[src/rtl/instr_fetch_unit_if.sv]
// Instruction fetch bus: memory read port plus decoder valid/ready handshake.
// master = fetch unit, slave = memory/decoder side.
interface instr_fetch_unit_if;
  logic [63:0] instr_port;
  logic [7:0]  instr_fetch_addr;
  logic        instr_rd_en;
  logic [63:0] instr_out;
  logic        instr_valid;
  logic        instr_ready;

  modport master (
    input  instr_port, instr_ready,
    output instr_fetch_addr, instr_rd_en, instr_out, instr_valid
  );

  modport slave (
    output instr_port, instr_ready,
    input  instr_fetch_addr, instr_rd_en, instr_out, instr_valid
  );
endinterface

[src/rtl/instr_fetch_unit.sv]
// Instruction prefetch stage: sequential reads from START_ADDR into a small
// FIFO, handed to the decoder over valid/ready, stopping after an END word.
// Optional feature macro: FETCH_PERF_CNT_EN adds fetch_count / stall_count.
module instr_fetch_unit #(
  parameter int         FIFO_DEPTH = 4,
  parameter logic [7:0] START_ADDR = 8'h00,
  parameter logic [3:0] END_OPCODE = 4'hF
) (
  input  logic                clk,
  input  logic                rst,
  input  logic                acc_enable,
  input  logic                flush,
  instr_fetch_unit_if.master  bus,
  output logic                busy,
  output logic                done
`ifdef FETCH_PERF_CNT_EN
  ,
  output logic [15:0]         fetch_count,
  output logic [15:0]         stall_count
`endif
);

  localparam int PW = (FIFO_DEPTH > 1) ? $clog2(FIFO_DEPTH) : 1;
  localparam int CW = $clog2(FIFO_DEPTH) + 1;
  localparam logic [CW-1:0] DEPTH_C = CW'(FIFO_DEPTH);

  localparam logic [1:0] S_IDLE  = 2'd0;
  localparam logic [1:0] S_FETCH = 2'd1;
  localparam logic [1:0] S_DRAIN = 2'd2;

  logic [1:0]    r_state;
  logic          r_acc_d;
  logic [7:0]    r_addr;
  logic [CW-1:0] r_count;
  logic [PW-1:0] r_wr_ptr;
  logic [PW-1:0] r_rd_ptr;
  logic [63:0]   r_mem [FIFO_DEPTH];
  logic          r_done;

  logic          w_start;
  logic          w_rd;
  logic          w_push;
  logic          w_valid;
  logic          w_pop;
  logic          w_pop_ok;
  logic [63:0]   w_head;
  logic          w_end_in;
  logic          w_end_out;

  // Read only on the current count: a full FIFO issues no read even if it
  // pops this cycle, costing one bubble but keeping rd_en off the ready path.
  assign w_start   = (r_state == S_IDLE) & acc_enable & ~r_acc_d;
  assign w_rd      = (r_state == S_FETCH) & (r_count < DEPTH_C);
  assign w_push    = w_rd & ~flush;
  assign w_valid   = (r_count != '0);
  assign w_pop     = w_valid & bus.instr_ready;
  assign w_pop_ok  = w_pop & ~flush;
  assign w_head    = r_mem[r_rd_ptr];
  assign w_end_in  = (bus.instr_port[63:60] == END_OPCODE);
  assign w_end_out = (w_head[63:60] == END_OPCODE);

  assign bus.instr_rd_en      = w_rd;
  assign bus.instr_fetch_addr = r_addr;
  assign bus.instr_out        = w_head;
  assign bus.instr_valid      = w_valid;
  assign busy                 = (r_state != S_IDLE);
  assign done                 = r_done;

  // acc_enable history for rising-edge detection
  always_ff @(posedge clk or negedge rst) begin
    if (!rst) r_acc_d <= 1'b0;
    else      r_acc_d <= acc_enable;
  end

  // Run control; flush beats everything, including a simultaneous start
  always_ff @(posedge clk or negedge rst) begin
    if (!rst) begin
      r_state <= S_IDLE;
    end else if (flush) begin
      r_state <= S_IDLE;
    end else begin
      case (r_state)
        S_IDLE:  if (w_start) r_state <= S_FETCH;
        S_FETCH: if (w_push && w_end_in) r_state <= S_DRAIN;
        S_DRAIN: if (w_pop && w_end_out) r_state <= S_IDLE;
        default: r_state <= S_IDLE;
      endcase
    end
  end

  // Fetch address: reload on start, step on every read, wraps at 8 bits
  always_ff @(posedge clk or negedge rst) begin
    if (!rst)                    r_addr <= 8'h00;
    else if (!flush && w_start)  r_addr <= START_ADDR;
    else if (w_push)             r_addr <= r_addr + 8'h01;
  end

  // FIFO occupancy and pointers
  always_ff @(posedge clk or negedge rst) begin
    if (!rst) begin
      r_count  <= '0;
      r_wr_ptr <= '0;
      r_rd_ptr <= '0;
    end else if (flush) begin
      r_count  <= '0;
      r_wr_ptr <= '0;
      r_rd_ptr <= '0;
    end else begin
      if (w_push) r_wr_ptr <= r_wr_ptr + 1'b1;
      if (w_pop)  r_rd_ptr <= r_rd_ptr + 1'b1;
      case ({w_push, w_pop})
        2'b10:   r_count <= r_count + 1'b1;
        2'b01:   r_count <= r_count - 1'b1;
        default: r_count <= r_count;
      endcase
    end
  end

  // FIFO storage; cleared on reset so instr_out reads zero out of reset
  always_ff @(posedge clk or negedge rst) begin
    if (!rst) begin
      for (int i = 0; i < FIFO_DEPTH; i++) r_mem[i] <= '0;
    end else if (w_push) begin
      r_mem[r_wr_ptr] <= bus.instr_port;
    end
  end

  // done pulses the cycle after the END word leaves the FIFO
  always_ff @(posedge clk or negedge rst) begin
    if (!rst) r_done <= 1'b0;
    else      r_done <= w_pop_ok && (r_state == S_DRAIN) && w_end_out;
  end

`ifdef FETCH_PERF_CNT_EN
  logic [15:0] r_fetch_cnt;
  logic [15:0] r_stall_cnt;

  assign fetch_count = r_fetch_cnt;
  assign stall_count = r_stall_cnt;

  // Saturating per-run counters, cleared on start
  always_ff @(posedge clk or negedge rst) begin
    if (!rst) begin
      r_fetch_cnt <= 16'h0;
      r_stall_cnt <= 16'h0;
    end else if (!flush && w_start) begin
      r_fetch_cnt <= 16'h0;
      r_stall_cnt <= 16'h0;
    end else begin
      if (w_push && r_fetch_cnt != 16'hFFFF)
        r_fetch_cnt <= r_fetch_cnt + 16'h1;
      if (w_valid && !bus.instr_ready && r_stall_cnt != 16'hFFFF)
        r_stall_cnt <= r_stall_cnt + 16'h1;
    end
  end
`endif

endmodule

[src/flat_wrapper.sv]
// flat-port wrapper written by rule: the top's interface ports become plain ports
module instr_fetch_unit_flat 
#(
  parameter int         FIFO_DEPTH = 4,
  parameter logic [7:0] START_ADDR = 8'h00,
  parameter logic [3:0] END_OPCODE = 4'hF
)
  (clk, rst, acc_enable, flush, busy, done, bus_instr_port, bus_instr_ready, bus_instr_fetch_addr, bus_instr_rd_en, bus_instr_out, bus_instr_valid);
  instr_fetch_unit_if bus_i ();
  input  logic clk;
  input  logic rst;
  input  logic acc_enable;
  input  logic flush;
  output logic busy;
  output logic done;
  input wire logic [$bits(bus_i.instr_port)-1:0] bus_instr_port;
  input wire logic [$bits(bus_i.instr_ready)-1:0] bus_instr_ready;
  output wire logic [$bits(bus_i.instr_fetch_addr)-1:0] bus_instr_fetch_addr;
  output wire logic [$bits(bus_i.instr_rd_en)-1:0] bus_instr_rd_en;
  output wire logic [$bits(bus_i.instr_out)-1:0] bus_instr_out;
  output wire logic [$bits(bus_i.instr_valid)-1:0] bus_instr_valid;
  assign bus_i.instr_port = bus_instr_port;
  assign bus_i.instr_ready = bus_instr_ready;
  assign bus_instr_fetch_addr = bus_i.instr_fetch_addr;
  assign bus_instr_rd_en = bus_i.instr_rd_en;
  assign bus_instr_out = bus_i.instr_out;
  assign bus_instr_valid = bus_i.instr_valid;
  instr_fetch_unit #(.FIFO_DEPTH(FIFO_DEPTH), .START_ADDR(START_ADDR), .END_OPCODE(END_OPCODE)) u_core (.clk(clk), .rst(rst), .acc_enable(acc_enable), .flush(flush), .bus(bus_i), .busy(busy), .done(done));
endmodule
[config.mk]
export PLATFORM = sky130hd
export DESIGN_NAME = instr_fetch_unit_flat
export DESIGN_NICKNAME = d
export VERILOG_FILES = /design/src/rtl/instr_fetch_unit_if.sv /design/src/rtl/instr_fetch_unit.sv /design/src/flat_wrapper.sv
export SDC_FILE = /design/constraint.sdc
export NUM_CORES = 1
export LEC_CHECK = 0
export BUFFER_PORTS_ARGS = -buffer_cell sky130_fd_sc_hd__buf_2
export CAP_MARGIN = 10
export CORE_ASPECT_RATIO = 1.25
export CORE_UTILIZATION = 30
export CTS_CLUSTER_SIZE = 12
export DETAILED_ROUTE_END_ITERATION = 8
export SKIP_LAST_GASP = 1
export SYNTH_ARGS = -nofsm -noshare
export SYNTH_HDL_FRONTEND = slang
export SYNTH_SLANG_ARGS = --single-unit
[constraint.sdc]
create_clock -name clk -period 3.9 [get_ports clk]
set_clock_uncertainty 0.15 [all_clocks]
set_input_delay 0.39 -clock clk [delete_from_list [all_inputs] [get_ports clk]]
set_output_delay 0.39 -clock clk [all_outputs]
set_load 0.01 [all_outputs]
==> reports/qor.yml, run 1 <==
critical_path:
  slowest_delay_ns: 0.81
  cp-startpoint: "u_core.r_rd_ptr[0]$_DFFE_PN0P_"
  end_kind: "primary output"
  rr_worst_depth: 5
  slowest_stage: "dfrtp_4"
  reg2reg_from: "u_core.r_count[2]$_DFFE_PN0P_"
  r2r_end: "u_core.r_mem[177]$_DFFE_PN0P_"
  r2r_slack_ns: 1.62
  critPathMaxFanout: 30
  setup.worst_path.end: "bus_instr_out[0]"
  critPathRequiredTime_ns: 3.36
  path_cells: "buf_12 > mux4_2 > buf_2"
  cp-start-kind: "register"
  crit_arrival_ns: 2.47
  criticalPathCategory: "register to primary output"
sta:
  final.min_clock_period_ns: 3.01
  worst_pin_slew_ns: 1.10
  hold_violations: 0
  setup-violations-final: 0
  report.final.slew_viol_count: 0
  tns_ns: 0
  rsz0062_at_grt: "false"
  slew_headroom_pct: 26.3
  hold_ws_ns: 0.0723
  fin_crit_sh_pct: 77.1
  fmax_ghz: 0.333
global_route:
  track_usage_pct: 13.3
  antenna_found_initial: 0
  grt_pass1_vias: 7615
  grt_max_degree: 120
  grt_pass1_wl_mm: 42.8
  overflow: 0
routing:
  dr.pass1.iters: 6
  first_iter_violations: 189
  wl_mm: 26.0
  post-route-drc-count: 0
  routed_via_density: 4.76
  vias: 6884
  final_antenna_net_count: 0
  avgRoutedWirePerCell_um: 18.0
power_and_ir_drop:
  p_leak_nw: 7.09
  cellPowerDensity_nw_per_um2: 642
  vdd_drop_max_v: 0.000305
clock_network:
  cts_sinks: 275
  clockRootBuffer: "clkbuf_16"
  cts.path.max_buffers: 3
  clk_latency_ns: 0.56
  cts_tree: "yes"
  cts_buffers: 30
  htreeDepth: 1
  cts.clk_slew.worst_paths_ns: 0.06
  cts_setup_buffers: 0
placement:
  placed_area_um2: 13300
  portBuffers: 144
  gp_congestion: 0.694
  dp_hpwl_mm: 15.9
floorplanning:
  io_pins: 145
  placement_rows: 81
  die-area_um2: 40700
  initial_core_util_pct: 30.5
  die_h_um: 225
  die_w_um: 181
  coreArea_um2: 39200
yosys:
  synth_area_leaders: "dfrtp_1 57%, mux2_1 17%, mux4_2 12%"
  synth_warnings: 0
  avgSynthCellArea_um2: 16.8
  synth_area_um2: 12000
  synth_seq_cells: 275
  netlist.area_leader.share_pct: 57.4
  synth_commonest_cells: "275 x dfrtp_1, 180 x mux2_1, 77 x mux2_2, 64 x mux4_2, 27 x buf_2"
  postSynth.asyncResetShare_pct: 100
  synth_edf_count: 0
  synth.distinct_cells: 39
  synth.most_common_cell: "dfrtp_1"
  yosys.area.top_type: "dfrtp_1"
  yosysSeqAreaShare_pct: 57.4
  synth_flop_cell: "dfrtp_1"
  synthCells: 715
  synth_nets: 790
outcome:
  run_status: "completed"
layout:
  seq_area_um2: 6890
  nets: 1004
  fillerInstances: 3693
  multi_input_area_um2: 4880
  area_growth_pct: 24.2
  stdcell_area_um2: 14900
  final_layout_size_suffix_gt1_share_pct: 37.2
  antenna_cells: 0
run:
  max-cap-violations: 0
worst_hold_path:
  hp-class: "primary input to register"
-- worst max-delay path: cells and delay by family, from the launching register on --
kind | cells | cell delay (ns)
buf+inv | 2 | 0.51
flops | 1 | 0.81
mux | 1 | 0.56
-- per-stage QoR --
stage	cells	setup slack [ns]	power, mW	util, %
floorplan	715	1.84	5.92	-
global placement	1328	1.38	6.91	33.9
detailed placement	1328	1.37	6.99	33.9
CTS	1445	0.759	9.75	38.0
global route	1445	0.705	10.2	38.0
finish	1445	0.893	9.56	38.0
-- power breakdown --
part	total, mW	leakage, nW	internal (mW)	switching, mW
Sequential	4.19	3.62	3.66	0.532
Clock	2.65	0.454	1.55	1.11
Combinational	2.71	3.01	1.60	1.12
-- area by class of cell --
cell class	instances	area share (%)
Multi-Input combinational cell	396	32.8
Sequential cell	275	46.3
Timing Repair Buffer	224	10.6
Clock inverter	5	0.168
Tap cell	498	4.19
Clock buffer	45	5.97
Inverter	2	0.0504
-- sequential cells by signal (all words and copies together) (netlist names) --
name                         count
u_core.bus.instr_fetch_addr      8
u_core.done                      1
u_core.r_acc_d                   1
u_core.r_count                   3
u_core.r_mem                   256
u_core.r_rd_ptr                  2
u_core.r_state                   2
u_core.r_wr_ptr                  2
-- cells by family after synthesis --
kind of cell,Yosys count,share of synthesized area [%]
compound gates,11,0.647
buf+inv,44,1.94
flops,275,57.4
fa+ha+maj,6,0.689
xor+xnor,9,0.658
mux,322,36.3
simple gates,48,2.36
-- worst min-delay path by stage --
stage	cells past startpoint	slack, ns	to	startpoint
2_1_floorplan	0	-0.06	u_core.bus.instr_fetch_addr[0]$_DFFE_PN0P_	rst
3_3_place_gp	1	0.32	u_core.r_mem[125]$_DFFE_PN0P_	u_core.r_mem[125]$_DFFE_PN0P_
3_5_place_dp	1	0.33	u_core.r_mem[92]$_DFFE_PN0P_	u_core.r_mem[92]$_DFFE_PN0P_
4_1_cts	3	0.03	u_core.done$_DFF_PN0_	bus_instr_ready
5_1_grt	3	0.06	u_core.done$_DFF_PN0_	bus_instr_ready
6_report	3	0.07	u_core.done$_DFF_PN0_	bus_instr_ready
-- layout by cell type (no fill, tap or decap), drive strengths merged, types with 2 or more instances in the layout --
cell / n
mux4: 64
a21oi: 2
nand2: 11
clkbuf: 45
inv: 2
and3: 2
dlygate4sd3: 67
buf: 157
mux2: 257
xor2: 4
ha: 5
or3: 2
nor2: 17
o21ai: 3
nand2b: 2
nor4b: 2
xnor2: 5
dfrtp: 275
clkinv: 5
nor3: 3
nand4: 3
-- per-layer routing --
layer | wire, µm | part of all wire [%] | GRT usage, %
met4 | 566 | 2.2 | 4.22
met5 | 0 | 0 | 0
met1 | 11400 | 44 | 17.4
met2 | 13000 | 50 | 22.9
met3 | 977 | 3.8 | 1.71
-- repair_timing --
| item | CTS | global route |
|---|---|---|
| hold buffers | 67 | 0 |
| endpoints found under the hold margin | 377 | 0 |
| resized for setup | 0 | 0 |
(Power assumes the default switching activity.)
==> run 2, diff against run 1 <==
==> constraint.sdc (replaced) <==
create_clock -name clk -period 2.9 [get_ports clk]
set_clock_uncertainty 0.15 [all_clocks]
set_input_delay 0.29 -clock clk [delete_from_list [all_inputs] [get_ports clk]]
set_output_delay 0.29 -clock clk [all_outputs]
set_load 0.01 [all_outputs]
==> reports/qor.yml, run 2 (synthesized netlist as in run 1, its figures left out) <==
outcome:
  run_status: "completed"
critical_path:
  rr_worst_depth: 6  # +1
  path_buf_inv: 2  # unchanged
  end_kind: "primary output"
  path_cells: "buf_4 > mux4_2 > buf_2"
  critPathMaxFanout: 19  # -37%
  reg2reg_from: "u_core.r_count[2]$_DFFE_PN0P_"
  crit_family: "multiplexers"
  crit_arrival_ns: 2.14  # -0.33 ns
  slowest_delay_ns: 0.58  # -0.23 ns
  critPathRequiredTime_ns: 2.46  # -0.90 ns
  slowest_stage: "mux4_2"
  cp-startpoint: "u_core.r_rd_ptr[0]$_DFFE_PN0P_"
  criticalPathCategory: "register to primary output"
  cp-start-kind: "register"
  crit_cells: 3  # unchanged
clock_network:
  cts_sinks: 275  # unchanged
  cts_setup_buffers: 0  # unchanged
  cts_tree: "yes"
  htreeDepth: 1  # unchanged
  cts_buffers: 30  # unchanged
  clk_latency_ns: 0.56  # about the same
  clockRootBuffer: "clkbuf_16"
  cts.clk_slew.worst_paths_ns: 0.06  # about the same
  cts.path.max_buffers: 3  # unchanged
power_and_ir_drop:
  p_int_mw: 9.49  # +39%
  cellPowerDensity_nw_per_um2: 877  # +37%
  power_switching_share_pct: 28.3  # -0.50 points
  switchingPower_mw: 3.75  # +36%
  vdd_drop_max_v: 0.000484  # +59%
  p_leak_nw: 7.18  # +1.4%
  clockPowerShare_pct: 29.4  # +1.6 points
  combPwrFrac_pct: 29.1  # +0.7 points
  fin_total_pwr_mw: 13.2  # +38%
  power.share.sequential_pct: 41.6  # -2.3 points
placement:
  portBuffers: 144  # unchanged
  gp_congestion: 0.699  # +0.72%
  dp_hpwl_mm: 15.9  # +0.42%
layout:
  final_layout_size_suffix_gt1_share_pct: 38.1  # +0.95 points
  largest_register: "u_core.r_mem"
  antenna_cells: 0  # unchanged
  largest_reg_flops: 256  # unchanged
  fillerInstances: 3682  # -0.30%
  multi_input_area_um2: 4880  # unchanged
  area_growth_pct: 26.0
  final_common_cell: "dfrtp_1"
  seq_area_um2: 6890  # unchanged
  nets: 1015  # +1.1%
  most-common-layout-cells: "273 x dfrtp_1, 180 x mux2_1, 143 x buf_2"
floorplanning:
  io_pins: 145  # unchanged
  initial_core_util_pct: 30.5  # unchanged
  placement_rows: 81  # unchanged
  die-area_um2: 40700  # unchanged
  die_h_um: 225  # unchanged
  die_w_um: 181  # unchanged
  coreArea_um2: 39200  # unchanged
routing:
  wl_mm: 25.9  # -0.51%
  final_antenna_net_count: 0  # unchanged
  post-route-drc-count: 0  # unchanged
  routed_via_density: 4.77  # about the same
  first_iter_violations: 264  # +40%
  dr.pass1.iters: 4  # -2
  avgRoutedWirePerCell_um: 17.7  # -1.4%
  vias: 6950  # +0.96%
global_route:
  grt_max_degree: 91  # -24%
  track_usage_pct: 13.2  # -0.059 points
  grt_pass1_wl_mm: 42.5  # -0.71%
  antenna_found_initial: 0  # unchanged
  grt_pass1_vias: 7717  # +1.3%
  overflow: 0  # unchanged
sta:
  setup-violations-final: 0  # unchanged
  hold_violations: 0  # unchanged
  slew_headroom_pct: 48.0  # +22 points
  fin_crit_sh_pct: 89.1
  tns_ns: 0  # unchanged
  report.final.slew_viol_count: 0  # unchanged
  final.min_clock_period_ns: 2.58
  worst_pin_slew_ns: 0.781  # -0.324 ns
  rsz0062_at_grt: "false"
  fmax_ghz: 0.387
run:
  max-cap-violations: 0  # unchanged
worst_hold_path:
  hp-class: "primary input to asynchronous set/reset pin"
==> run 2: final timing paths <==
path | end | slack [ns]
min | u_core.r_mem[139]$_DFFE_PN0P_ | 0.18
min reg2reg | u_core.r_mem[84]$_DFFE_PN0P_ | 0.33
max reg2reg | u_core.r_count[2]$_DFFE_PN0P_ | 0.65
max in group asynchronous | u_core.r_mem[83]$_DFFE_PN0P_ | 1.55
min in group clk | u_core.r_acc_d$_DFF_PN0_ | 0.23
max | bus_instr_out[1] | 0.32
==> run 2: cell type report <==
| cell class | count | area share [%] |
|---|---|---|
| inverter | 2 | 0.0497 |
| multi-input combinational | 396 | 32.3 |
| timing repair buffer | 235 | 11.2 |
| clock inverter | 8 | 0.779 |
| sequential | 275 | 45.6 |
| tap | 498 | 4.13 |
| clock buffer | 44 | 5.93 |
==> run 2: through the flow <==
stage	util (%)	cells	cell area (µm²)	hold slack, ns	setup WS [ns]
5_1_grt	38.5	1458	15100	0.234	0.196
3_3_place_gp	34.2	1338	13400	0.204	0.712
2_1_floorplan	-	715	12000	-0.156	0.840
6_report	38.5	1458	15100	0.185	0.316
3_5_place_dp	34.2	1338	13400	0.220	0.692
4_1_cts	38.5	1458	15100	0.199	0.240
==> run 2: repair_timing <==
item / in CTS / in global routing
resized for setup: 0 / 0
hold buffers: 68 / 0
hold endpoints to repair: 347 / 0
setup endpoints to repair: 0 / 0
==> run 2: power by group through the flow <==
| stage | combinational [mW] | clock, mW | sequential (mW) |
|---|---|---|---|
| 2_1_floorplan | 2.62 | 0 | 5.34 |
| 3_3_place_gp | 3.80 | 0 | 5.52 |
| 3_5_place_dp | 3.88 | 0 | 5.57 |
| 4_1_cts | 3.96 | 4.04 | 5.51 |
| 5_1_grt | 4.21 | 4.18 | 5.65 |
| 6_report | 3.85 | 3.89 | 5.50 |
==> run 2: layer usage <==
layer / global-route usage, % / vias up / part of all wire (%)
met5: 0 / - / 0
met4: 3.94 / 0 / 2.1
met3: 2.17 / 37 / 4.1
met2: 22.8 / 129 / 50
met1: 17.0 / 3672 / 44
li1: - / 3112 / -
==> run 3, diff against run 2 <==
==> constraint.sdc (replaced) <==
create_clock -name clk -period 2.5 [get_ports clk]
set_clock_uncertainty 0.15 [all_clocks]
set_input_delay 0.25 -clock clk [delete_from_list [all_inputs] [get_ports clk]]
set_output_delay 0.25 -clock clk [all_outputs]
set_load 0.01 [all_outputs]
==> reports/qor.yml, run 3 (synthesized netlist as in run 1, its figures left out) <==
layout:
  final_common_cell: "dfrtp_1"
  fillerInstances: 3622  # -1.6%
  most-common-layout-cells: "273 x dfrtp_1, 180 x mux2_1, 143 x buf_2"
  stdcell_count: 1469  # +0.75%
  antenna_cells: 0  # unchanged
  final_layout_size_suffix_gt1_share_pct: 38.6  # +0.49 points
  largest_register: "u_core.r_mem"
  nets: 1026  # +1.1%
  area_growth_pct: 27.4
  seq_area_um2: 6890  # unchanged
  multi_input_area_um2: 4880  # unchanged
  largest_reg_flops: 256  # unchanged
routing:
  final_antenna_net_count: 0  # unchanged
  avgRoutedWirePerCell_um: 18.1  # +2.1%
  first_iter_violations: 182  # -31%
  dr.pass1.iters: 4  # unchanged
  post-route-drc-count: 0  # unchanged
  wl_mm: 26.6  # +2.9%
  vias: 6973  # +0.33%
  routed_via_density: 4.75  # -0.42%
critical_path:
  r2r_slack_ns: 0.33  # -0.32 ns
  slowest_delay_ns: 0.53  # -0.05 ns
  critPathRequiredTime_ns: 2.10  # -0.36 ns
  crit_arrival_ns: 2.10  # -0.04 ns
  setup.worst_path.end: "bus_instr_out[27]"
  critPathMaxFanout: 18  # -1
  cp-startpoint: "u_core.r_rd_ptr[0]$_DFFE_PN0P_"
  path_buf_inv: 2  # unchanged
  reg2reg_from: "u_core.r_state[1]$_DFFE_PN0P_"
  criticalPathCategory: "register to primary output"
  slowest_stage: "mux4_2"
  rr_worst_depth: 5  # -1
  path_cells: "bufbuf_16 > mux4_2 > buf_2"
  end_kind: "primary output"
  r2r_end: "u_core.r_mem[137]$_DFFE_PN0P_"
  crit_cells: 3  # unchanged
  cp-start-kind: "register"
  crit_family: "multiplexers"
floorplanning:
  die_w_um: 181  # unchanged
  die_h_um: 225  # unchanged
  initial_core_util_pct: 30.5  # unchanged
  die-area_um2: 40700  # unchanged
  io_pins: 145  # unchanged
  placement_rows: 81  # unchanged
  coreArea_um2: 39200  # unchanged
clock_network:
  clockRootBuffer: "clkbuf_16"
  cts_tree: "yes"
  cts.clk_slew.worst_paths_ns: 0.06  # about the same
  cts_sinks: 275  # unchanged
  cts_buffers: 30  # unchanged
  cts.path.max_buffers: 3  # unchanged
  htreeDepth: 1  # unchanged
  clk_latency_ns: 0.56  # about the same
outcome:
  run_status: "completed"
power_and_ir_drop:
  fin_total_pwr_mw: 15.5  # +17%
  clockPowerShare_pct: 27.0  # -2.4 points
  switchingPower_mw: 4.51  # +20%
  power.share.sequential_pct: 41.2  # -0.4 points
  cellPowerDensity_nw_per_um2: 1010  # +16%
  p_leak_nw: 7.25  # +0.97%
  p_int_mw: 11.0  # +15%
  combPwrFrac_pct: 31.9  # +2.8 points
  power_switching_share_pct: 29.2  # +0.86 points
  vdd_drop_max_v: 0.000644  # +33%
sta:
  hold_ws_ns: 0.107  # -0.0778 ns
  setup-violations-final: 0  # unchanged
  fmax_ghz: 0.401
  slew_headroom_pct: 57.9  # +10 points
  report.final.slew_viol_count: 0  # unchanged
  rsz0062_at_grt: "true"
  hold_violations: 0  # unchanged
  final.min_clock_period_ns: 2.50
  fin_crit_sh_pct: 99.9
  worst_pin_slew_ns: 0.631  # -0.150 ns
run:
  max-cap-violations: 0  # unchanged
placement:
  dpl.cell_count: 1337  # -0.075%
  gp_congestion: 0.722  # +3.3%
  dp_hpwl_mm: 16.1  # +1.3%
  portBuffers: 144  # unchanged
worst_hold_path:
  hp-class: "primary input to asynchronous set/reset pin"
global_route:
  grt_max_degree: 63  # -31%
  grt_pass1_wl_mm: 42.6  # +0.15%
  antenna_found_initial: 0  # unchanged
  track_usage_pct: 13.3  # +0.038 points
  grt_pass1_vias: 7809  # +1.2%
  overflow: 0  # unchanged
-- run 3: cell types whose count changed in the layout (fill, tap and decap cells not counted), moves of 2 or more --
cell       change
clkbuf_8       -2
buf_16         +3
clkbuf_16      +3
buf_12         +2
clkbuf_1       +2
bufinv_16      -3
-- run 3: worst register-to-register path: stages (launching register included) --
cell and delay [ns]:
dfrtp_1 0.45, nor4b_2 0.37, buf_4 0.28, nand2_4 0.07, buf_4 0.30, mux2_1 0.43
-- run 3: worst min-delay path by stage --
stage	startpoint	to	slack [ns]	depth (start not counted)
floorplan	rst	u_core.bus.instr_fetch_addr[0]$_DFFE_PN0P_	-0.20	0
global placement	rst	u_core.r_mem[9]$_DFFE_PN0P_	0.09	1
CTS	rst	u_core.r_mem[9]$_DFFE_PN0P_	0.11	2
detailed placement	rst	u_core.r_mem[9]$_DFFE_PN0P_	0.09	1
global route	rst	u_core.r_mem[9]$_DFFE_PN0P_	0.14	2
finish	rst	u_core.r_mem[9]$_DFFE_PN0P_	0.11	2
-- run 3: per-layer routing --
| metal | part of all wire, % | wire, µm | vias to the layer above | global-route usage (%) |
|---|---|---|---|---|
| li1 | - | - | 3139 | - |
| met1 | 44 | 11700 | 3690 | 16.8 |
| met2 | 51 | 13500 | 113 | 23.5 |
| met3 | 3.1 | 836 | 31 | 1.89 |
| met4 | 2.0 | 534 | 0 | 4.03 |
| met5 | 0 | 0 | - | 0 |
-- run 3: timing repair --
action,CTS,global route
hold endpoints to repair,542,0
gates cloned,2,4
setup buffers,2,4
hold buffers,68,0
endpoints found under the setup margin,52,51
gates resized for setup,2,2
-- run 3: through the flow --
stage / utilization, % / setup WS, ns / area [µm²] / setup TNS (ns)
after floorplan: - / 0.440 / 12000 / 0
after global placement: 34.2 / 0.354 / 13400 / 0
after detailed placement: 34.2 / 0.332 / 13400 / 0
after CTS: 38.6 / -0.0625 / 15100 / -0.873
after global routing: 38.9 / -0.0774 / 15300 / -1.51
final: 38.9 / 0.00354 / 15300 / 0
-- run 3: layout make-up --
class                   count  share of cell area (%)
flip-flops and latches    275                    45.1
multi-input cells         396                    32.0
repair buffers            246                    12.7
clock buffers              44                    5.73
well taps                 498                    4.08
clock inverters             8                   0.320
inverters                   2                  0.0492
-- run 3: power groups by stage --
stage	Clock [mW]	Combinational, mW	Sequential (mW)
global route	4.51	5.36	6.54
detailed placement	0	4.54	6.46
finish	4.17	4.93	6.37
floorplan	0	3.04	6.19
CTS	4.33	4.82	6.38
global placement	0	4.45	6.40
